$ cat src/rtl/lsu_queued_pkg.sv
// Shared core types for the queued load/store unit: decoded uop, access-size
// encodings and the queued request record.
package lsu_queued_pkg;

  localparam int unsigned XLEN   = 32;
  localparam int unsigned STRB_W = XLEN / 8;

  localparam logic [1:0] LSU_B = 2'b00;
  localparam logic [1:0] LSU_H = 2'b01;
  localparam logic [1:0] LSU_W = 2'b10;

  typedef struct packed {
    logic            is_load;
    logic            is_store;
    logic [XLEN-1:0] imm;
    logic [1:0]      lsu_access_size;
    logic            lsu_sign_extend;
  } uop_t;

  typedef struct packed {
    uop_t            uop;
    logic [XLEN-1:0] addr;
    logic [XLEN-1:0] store_data;
    logic            misaligned;
  } lsu_req_t;

  // Size 2'b11 is reserved and always faults.
  function automatic logic is_misaligned(logic [1:0] size, logic [1:0] lsb);
    logic mis;
    mis = 1'b1;
    case (size)
      LSU_B:   mis = 1'b0;
      LSU_H:   mis = lsb[0];
      LSU_W:   mis = (lsb != 2'b00);
      default: mis = 1'b1;
    endcase
    return mis;
  endfunction

endpackage

$ cat src/rtl/lsu_req_fifo.sv
// In-order request queue for the LSU; flush empties it on the next edge.
module lsu_req_fifo
  import lsu_queued_pkg::*;
#(
  parameter int unsigned DEPTH = 4
) (
  input  logic                   clk,
  input  logic                   rst_n,
  input  logic                   push,
  input  logic                   pop,
  input  logic                   flush,
  input  lsu_req_t               wr_data,
  output lsu_req_t               rd_data,
  output logic [$clog2(DEPTH):0] count
);

  localparam int unsigned PTR_W = $clog2(DEPTH);
  localparam int unsigned CNT_W = PTR_W + 1;

  lsu_req_t         mem [DEPTH];
  logic [PTR_W-1:0] wr_ptr;
  logic [PTR_W-1:0] rd_ptr;
  logic             do_push;
  logic             do_pop;

  assign do_push = push && (count < CNT_W'(DEPTH));
  assign do_pop  = pop && (count != '0);
  assign rd_data = mem[rd_ptr];

  // Pointers wrap naturally because DEPTH is a power of two.
  always_ff @(posedge clk or negedge rst_n) begin
    if (!rst_n) begin
      wr_ptr <= '0;
      rd_ptr <= '0;
      count  <= '0;
      mem    <= '{default: '0};
    end else if (flush) begin
      wr_ptr <= '0;
      rd_ptr <= '0;
      count  <= '0;
    end else begin
      if (do_push) begin
        mem[wr_ptr] <= wr_data;
        wr_ptr      <= wr_ptr + PTR_W'(1);
      end
      if (do_pop) begin
        rd_ptr <= rd_ptr + PTR_W'(1);
      end
      case ({do_push, do_pop})
        2'b10:   count <= count + CNT_W'(1);
        2'b01:   count <= count - CNT_W'(1);
        default: count <= count;
      endcase
    end
  end

endmodule

$ cat src/rtl/lsu_queued.sv
// Queued load/store unit: buffers issued uops, presents the head to memory,
// and retires results in order through registered outputs.
module lsu_queued
  import lsu_queued_pkg::*;
#(
  parameter int unsigned DEPTH = 4
) (
  input  logic              clk,
  input  logic              rst_n,
  input  logic              i_valid,
  output logic              o_ready,
  input  uop_t              i_uop,
  input  logic [XLEN-1:0]   i_addr_base,
  input  logic [XLEN-1:0]   i_store_data,
  input  logic              i_flush,
  output logic              dmem_m_valid,
  output logic [XLEN-1:0]   dmem_m_addr,
  output logic [XLEN-1:0]   dmem_m_wdata,
  output logic [STRB_W-1:0] dmem_m_wstrb,
  input  logic              dmem_s_ready,
  input  logic [XLEN-1:0]   dmem_s_rdata,
  output logic              o_valid,
  output logic [XLEN-1:0]   o_load_data,
  output uop_t              o_lsu_uop,
  output logic              o_misaligned,
  output logic [XLEN-1:0]   o_fault_addr,
  output logic              o_busy
);

  localparam int unsigned CNT_W = $clog2(DEPTH) + 1;

  logic [CNT_W-1:0] count;
  lsu_req_t         enq_req;
  lsu_req_t         head;
  logic             enq;
  logic             head_valid;
  logic             retire;
  logic             retire_vis;
  logic [XLEN-1:0]  load_ext;

  assign o_ready    = (count < CNT_W'(DEPTH));
  assign o_busy     = (count != '0);
  assign head_valid = o_busy;
  assign enq        = i_valid && o_ready && !i_flush;
  assign retire     = head_valid && (head.misaligned || dmem_s_ready);
  assign retire_vis = retire && !i_flush;

  // Effective address and alignment are resolved once, at enqueue.
  always_comb begin
    enq_req            = '0;
    enq_req.uop        = i_uop;
    enq_req.addr       = i_addr_base + i_uop.imm;
    enq_req.store_data = i_store_data;
    enq_req.misaligned = is_misaligned(i_uop.lsu_access_size, enq_req.addr[1:0]);
  end

  lsu_req_fifo #(
    .DEPTH(DEPTH)
  ) u_fifo (
    .clk     (clk),
    .rst_n   (rst_n),
    .push    (enq),
    .pop     (retire),
    .flush   (i_flush),
    .wr_data (enq_req),
    .rd_data (head),
    .count   (count)
  );

  // Memory request straight from the registered head entry, so it holds until accepted.
  always_comb begin
    dmem_m_valid = head_valid && !head.misaligned;
    dmem_m_addr  = head.addr;
    dmem_m_wdata = '0;
    dmem_m_wstrb = '0;
    if (head.uop.is_store) begin
      case (head.uop.lsu_access_size)
        LSU_B: begin
          dmem_m_wdata = {4{head.store_data[7:0]}};
          dmem_m_wstrb = 4'b0001 << head.addr[1:0];
        end
        LSU_H: begin
          dmem_m_wdata = {2{head.store_data[15:0]}};
          dmem_m_wstrb = 4'b0011 << head.addr[1:0];
        end
        default: begin
          dmem_m_wdata = head.store_data;
          dmem_m_wstrb = 4'b1111;
        end
      endcase
    end
  end

  function automatic logic [XLEN-1:0] extend_load(logic [XLEN-1:0] rdata, logic [1:0] lsb,
                                                  logic [1:0] size, logic sext);
    logic [XLEN-1:0] lane;
    logic [XLEN-1:0] res;
    lane = rdata >> {lsb, 3'b000};
    case (size)
      LSU_B:   res = sext ? {{24{lane[7]}}, lane[7:0]} : {24'b0, lane[7:0]};
      LSU_H:   res = sext ? {{16{lane[15]}}, lane[15:0]} : {16'b0, lane[15:0]};
      default: res = lane;
    endcase
    return res;
  endfunction

  assign load_ext = extend_load(dmem_s_rdata, head.addr[1:0],
                                head.uop.lsu_access_size, head.uop.lsu_sign_extend);

  // Retirement register; a handshake coinciding with flush is not reported.
  always_ff @(posedge clk or negedge rst_n) begin
    if (!rst_n) begin
      o_valid      <= 1'b0;
      o_load_data  <= '0;
      o_lsu_uop    <= '0;
      o_misaligned <= 1'b0;
      o_fault_addr <= '0;
    end else begin
      o_valid <= retire_vis;
      if (retire_vis) begin
        o_lsu_uop    <= head.uop;
        o_misaligned <= head.misaligned;
        o_fault_addr <= head.misaligned ? head.addr : '0;
        o_load_data  <= (head.uop.is_load && !head.misaligned) ? load_ext : '0;
      end
    end
  end

  property p_req_stable;
    @(posedge clk) disable iff (!rst_n)
      (dmem_m_valid && !dmem_s_ready && !i_flush) |=>
        (dmem_m_valid && $stable(dmem_m_addr) && $stable(dmem_m_wdata) && $stable(dmem_m_wstrb));
  endproperty
  a_req_stable: assert property (p_req_stable);

endmodule

$ cat config.mk
export PLATFORM = sky130hd
export DESIGN_NAME = lsu_queued
export DESIGN_NICKNAME = d
export VERILOG_FILES = /design/src/rtl/lsu_queued_pkg.sv /design/src/rtl/lsu_req_fifo.sv /design/src/rtl/lsu_queued.sv
export SDC_FILE = /design/constraint.sdc
export NUM_CORES = 1
export LEC_CHECK = 0
export ABC_AREA = 1
export ABC_CLOCK_PERIOD_IN_PS = 2660
export CORE_UTILIZATION = 42
export CTS_BUF_LIST = sky130_fd_sc_hd__clkbuf_2 sky130_fd_sc_hd__clkbuf_4 sky130_fd_sc_hd__clkbuf_8
export DETAILED_ROUTE_END_ITERATION = 12
export PLACE_DENSITY = 0.7
export RECOVER_POWER = 25
export REMOVE_ABC_BUFFERS = 1
export SYNTH_ARGS = -nofsm -noshare
export SYNTH_HDL_FRONTEND = slang
export SYNTH_SLANG_ARGS = --single-unit
$ cat constraint.sdc
create_clock -name clk -period 2.66 [get_ports clk]
set_input_delay 0.399 -clock clk [delete_from_list [all_inputs] [get_ports clk]]
set_output_delay 0.399 -clock clk [all_outputs]
set_load 0.02 [all_outputs]
==> results_dict.tcl <==
set metrics [dict create \
    yosysUniqueCellTypes 45 \
    cts_tree "yes" \
    fillers 5501 \
    muxShareOfSynthArea_pct 0 \
    synth.largest_area_cell "dfrtp_1" \
    clock-root-buffer "clkbuf_8" \
    fp-row-count 91 \
    die_y_um 251 \
    syn_inst 3393 \
    power_density_nw_per_um2 1370 \
    cp.buffers_inverters 6 \
    routed_wl_mm 90.2 \
    post_drt_wl_per_cell_um 19.2 \
    drtIter0Drc 2337 \
    synth-xor-area-share_pct 0.369 \
    regArea_sq_um 13000 \
    reg2reg_to "o_load_data[10]" \
    switching_share_pct 43.0 \
    required_ns 2.26 \
    synthTopCellsByArea "dfrtp_1 (50%), nand2_1 (16%), o21ai_0 (9.5%)" \
    final_antenna_net_count 0 \
    synth_compound_area_share_pct 14.5 \
    ir_drop_mv 0.685 \
    start_kind "flop" \
    grt_usage_pct 27.4 \
    hp-class "input pin to flop" \
    multi_input_area_sq_um 11900 \
    synth_seq_cells 518 \
    nNetsFinal 3986 \
    relSlewSlack_pct -13.8 \
    violations "max-capacitance violations, max-slew violations, negative setup slack" \
    drv_slew 59 \
    reg2reg_from "u_fifo.rd_ptr[0]" \
    clk_pin_slew_ns 0.06 \
    yosys_warnings 0 \
    worst_pin_slew_ns 1.71 \
    dp_hpwl_mm 52.2 \
    drv_cap 1 \
    finalSetupViolCount 67 \
    combPwrFrac_pct 57.0 \
    place.gp.congestion 0.929 \
    slowest_delay_ns 0.54 \
    cts_inserted_buffers 92 \
    slowest_stage "dfrtp_4" \
    cp_max_fo 8 \
    worst-path-stages 9 \
    overflow 0 \
    vias_per_cell 5.29 \
    cts_htree_levels 3 \
    core_sq_um 61600 \
    grt_pass1_wl_mm 134 \
    p_switching_mw 20.7 \
    port_buffers 311 \
    startpoint "u_fifo.rd_ptr[0]" \
    crit_path_end "dmem_m_wdata[7]" \
    status "complete, but fails checks" \
    p_int_mw 27.4 \
    chipWidth_um 251 \
    synthSimpleGateAreaFrac_pct 25.1 \
    clockPowerShare_pct 15.9 \
    timing.hold.ws_ns 0.322 \
    worstPathArrival_ns 2.58 \
    critPathKind "flop to output pin" \
    synthToLayoutAreaGrowth_pct 34.7 \
    antenna_found_initial 1 \
    p_total_mw 48.0 \
    yosysSeqAreaShare_pct 49.7 \
    synth_top_family_by_area "simple AND/OR/NAND/NOR gates" \
    finalCriticalPeriod_ns 2.98 \
    seq_power_share_pct 27.0 \
    clock-sinks 518 \
    path_cells "buf_12 -> buf_8 -> nand2_4 -> a32oi_4 -> clkinv_4 -> buf_12 -> buf_6 -> nor2_4 -> buf_6" \
    syn_area_per_cell_sq_um 7.69 \
    cp_top_family "buffers and inverters" \
    final.setup.worst_slack_ns -0.320 \
    syn_area_sq_um 26100 \
    vias 24900 \
    drive_above_1_share_pct 18.0 \
    firstDrtPassIters 6 \
    floorplan.initialDensity_pct 42.4 \
    end_kind "output pin" \
    p_leak_nw 17.7 \
    ios 312 \
    dieArea_sq_um 63100 \
    skew_ns 0.0579 \
    r2r_cells 18 \
    grt_pass1_vias 23800 \
    rsz0062_at_grt "true" \
    clock_path_buffers 3 \
    drc_errors 0 \
    period_share_pct 112 \
    grt_max_degree 126 \
    hold_viol_final 0 \
    fmax_ghz 0.336 \
    r2r_slack_ns 0 \
    yosysTopAreaCellShare_pct 49.7 \
    yosys.area_share.adder_pct 1.83 \
    clock_latency_ns 0.72 \
]
-- worst min-delay path, delay by kind of cell --
kind	cells	cell delay [ns]
AOI/OAI and AO/OA	1	0.09
buffers and inverters	2	0.49
-- logic make-up (layout without fill, tap and decap cells) --
| family | after synthesis | in the layout |
|---|---|---|
| AO/OA/AOI/OAI | 696 | 696 |
| buffers and inverters | 506 | 980 |
| XOR/XNOR | 11 | 11 |
| AND/OR/NAND/NOR | 1625 | 1625 |
| flip-flops | 518 | 518 |
| other | 0 | 1 |
| adder cells (fa/ha/maj) | 37 | 37 |
-- worst min-delay path by stage --
stage | start | to | slack, ns | cells past startpoint
detailed placement | rst_n | u_fifo.mem[313] | 0.39 | 1
CTS | rst_n | u_fifo.mem[208] | 0.22 | 2
finish | i_store_data[2] | u_fifo.mem[309] | 0.32 | 3
global route | i_store_data[5] | u_fifo.mem[210] | 0.33 | 3
floorplan | rst_n | o_fault_addr[0] | 0.10 | 0
global placement | rst_n | u_fifo.mem[208] | 0.39 | 1
-- registers in the layout, summed over array words and instances (netlist names) --
| name | cells |
|---|---|
| u_fifo.mem | 408 |
| u_fifo.count | 3 |
| o_misaligned | 1 |
| o_valid | 1 |
| u_fifo.rd_ptr | 2 |
| u_fifo.wr_ptr | 2 |
| o_lsu_uop | 37 |
| o_fault_addr | 32 |
| o_load_data | 32 |
-- cell usage after synthesis, drive strengths merged --
master     n
a32oi      1
o21ai    509
nand3    175
nand3b     1
buf      113
o21a       5
nor3      13
and2      10
dfrtp    518
inv      275
clkinv     3
a21o       1
o21bai     3
o22ai     64
nand2   1150
o211ai    14
xnor2     10
xor2       1
a21oi     66
a22oi      8
a32o      16
a31oi      1
nand4      5
clkbuf   115
nor2     251
and3       1
ha        35
fa         2
o221ai     7
or2       19
o211a      1
-- layout by cell type (no fill, tap or decap), drive strengths merged, types with 10 or more instances in the layout --
master / Yosys / final
clkbuf: 115 / 161
nor2: 251 / 251
ha: 35 / 35
or2: 19 / 19
and2: 10 / 10
nor3: 13 / 13
clkdlybuf4s50: 0 / 241
o211ai: 14 / 14
o22ai: 64 / 64
a21oi: 66 / 66
a32o: 16 / 16
nand2: 1150 / 1150
inv: 275 / 278
buf: 113 / 279
dfrtp: 518 / 518
nand3: 175 / 175
xnor2: 10 / 10
o21ai: 509 / 509
-- what timing repair did --
item                                    CTS  global route
pin swaps                                38            54
endpoints found under the hold margin    50             0
gates resized for setup                 550           244
hold buffers                              1             0
buffers inserted                         39            23
endpoints found under the setup margin   69           107
gates cloned                             23            17
-- area by class of cell --
cell class	count	share of cell area [%]
clock inverters	12	0.324
flip-flops and latches	518	36.9
repair inverters	2	0.0676
inverters	278	3.11
clock buffers	138	4.94
well taps	837	2.98
repair buffers	550	17.8
diodes	1	0.00712
multi-input cells	2369	33.9
-- metal layers --
metal / part of all wire [%] / GRT usage (%) / up-vias
met1: 41 / 35.7 / 11900
met2: 47 / 44.8 / 1067
met5: 0 / 0 / -
li1: - / - / 11700
met3: 8.6 / 5.63 / 203
met4: 3.7 / 10.5 / 0
-- power groups by stage --
stage	clock network [mW]	registers (mW)	logic, mW
after CTS	7.78	12.8	24.3
after global routing	8.15	13.3	29.5
final	7.65	13.0	27.4
after global placement	0	12.8	20.5
after floorplan	0	13.5	10.2
after detailed placement	0	12.8	20.8
-- per-stage QoR --
| stage | setup TNS, ns | instance area [sq um] | cells | setup WS, ns | utilization, % |
|---|---|---|---|---|---|
| floorplan | -1115.43 | 24900 | 3165 | -4.26 | - |
| global placement | -3.83 | 30600 | 4457 | -0.165 | 49.7 |
| detailed placement | -5.43 | 30600 | 4457 | -0.204 | 49.7 |
| CTS | -12.84 | 33900 | 4669 | -0.339 | 55.1 |
| global route | -18.61 | 35200 | 4705 | -0.404 | 57.1 |
| finish | -12.71 | 35200 | 4705 | -0.320 | 57.1 |
Power figures use the tool's default switching activity.
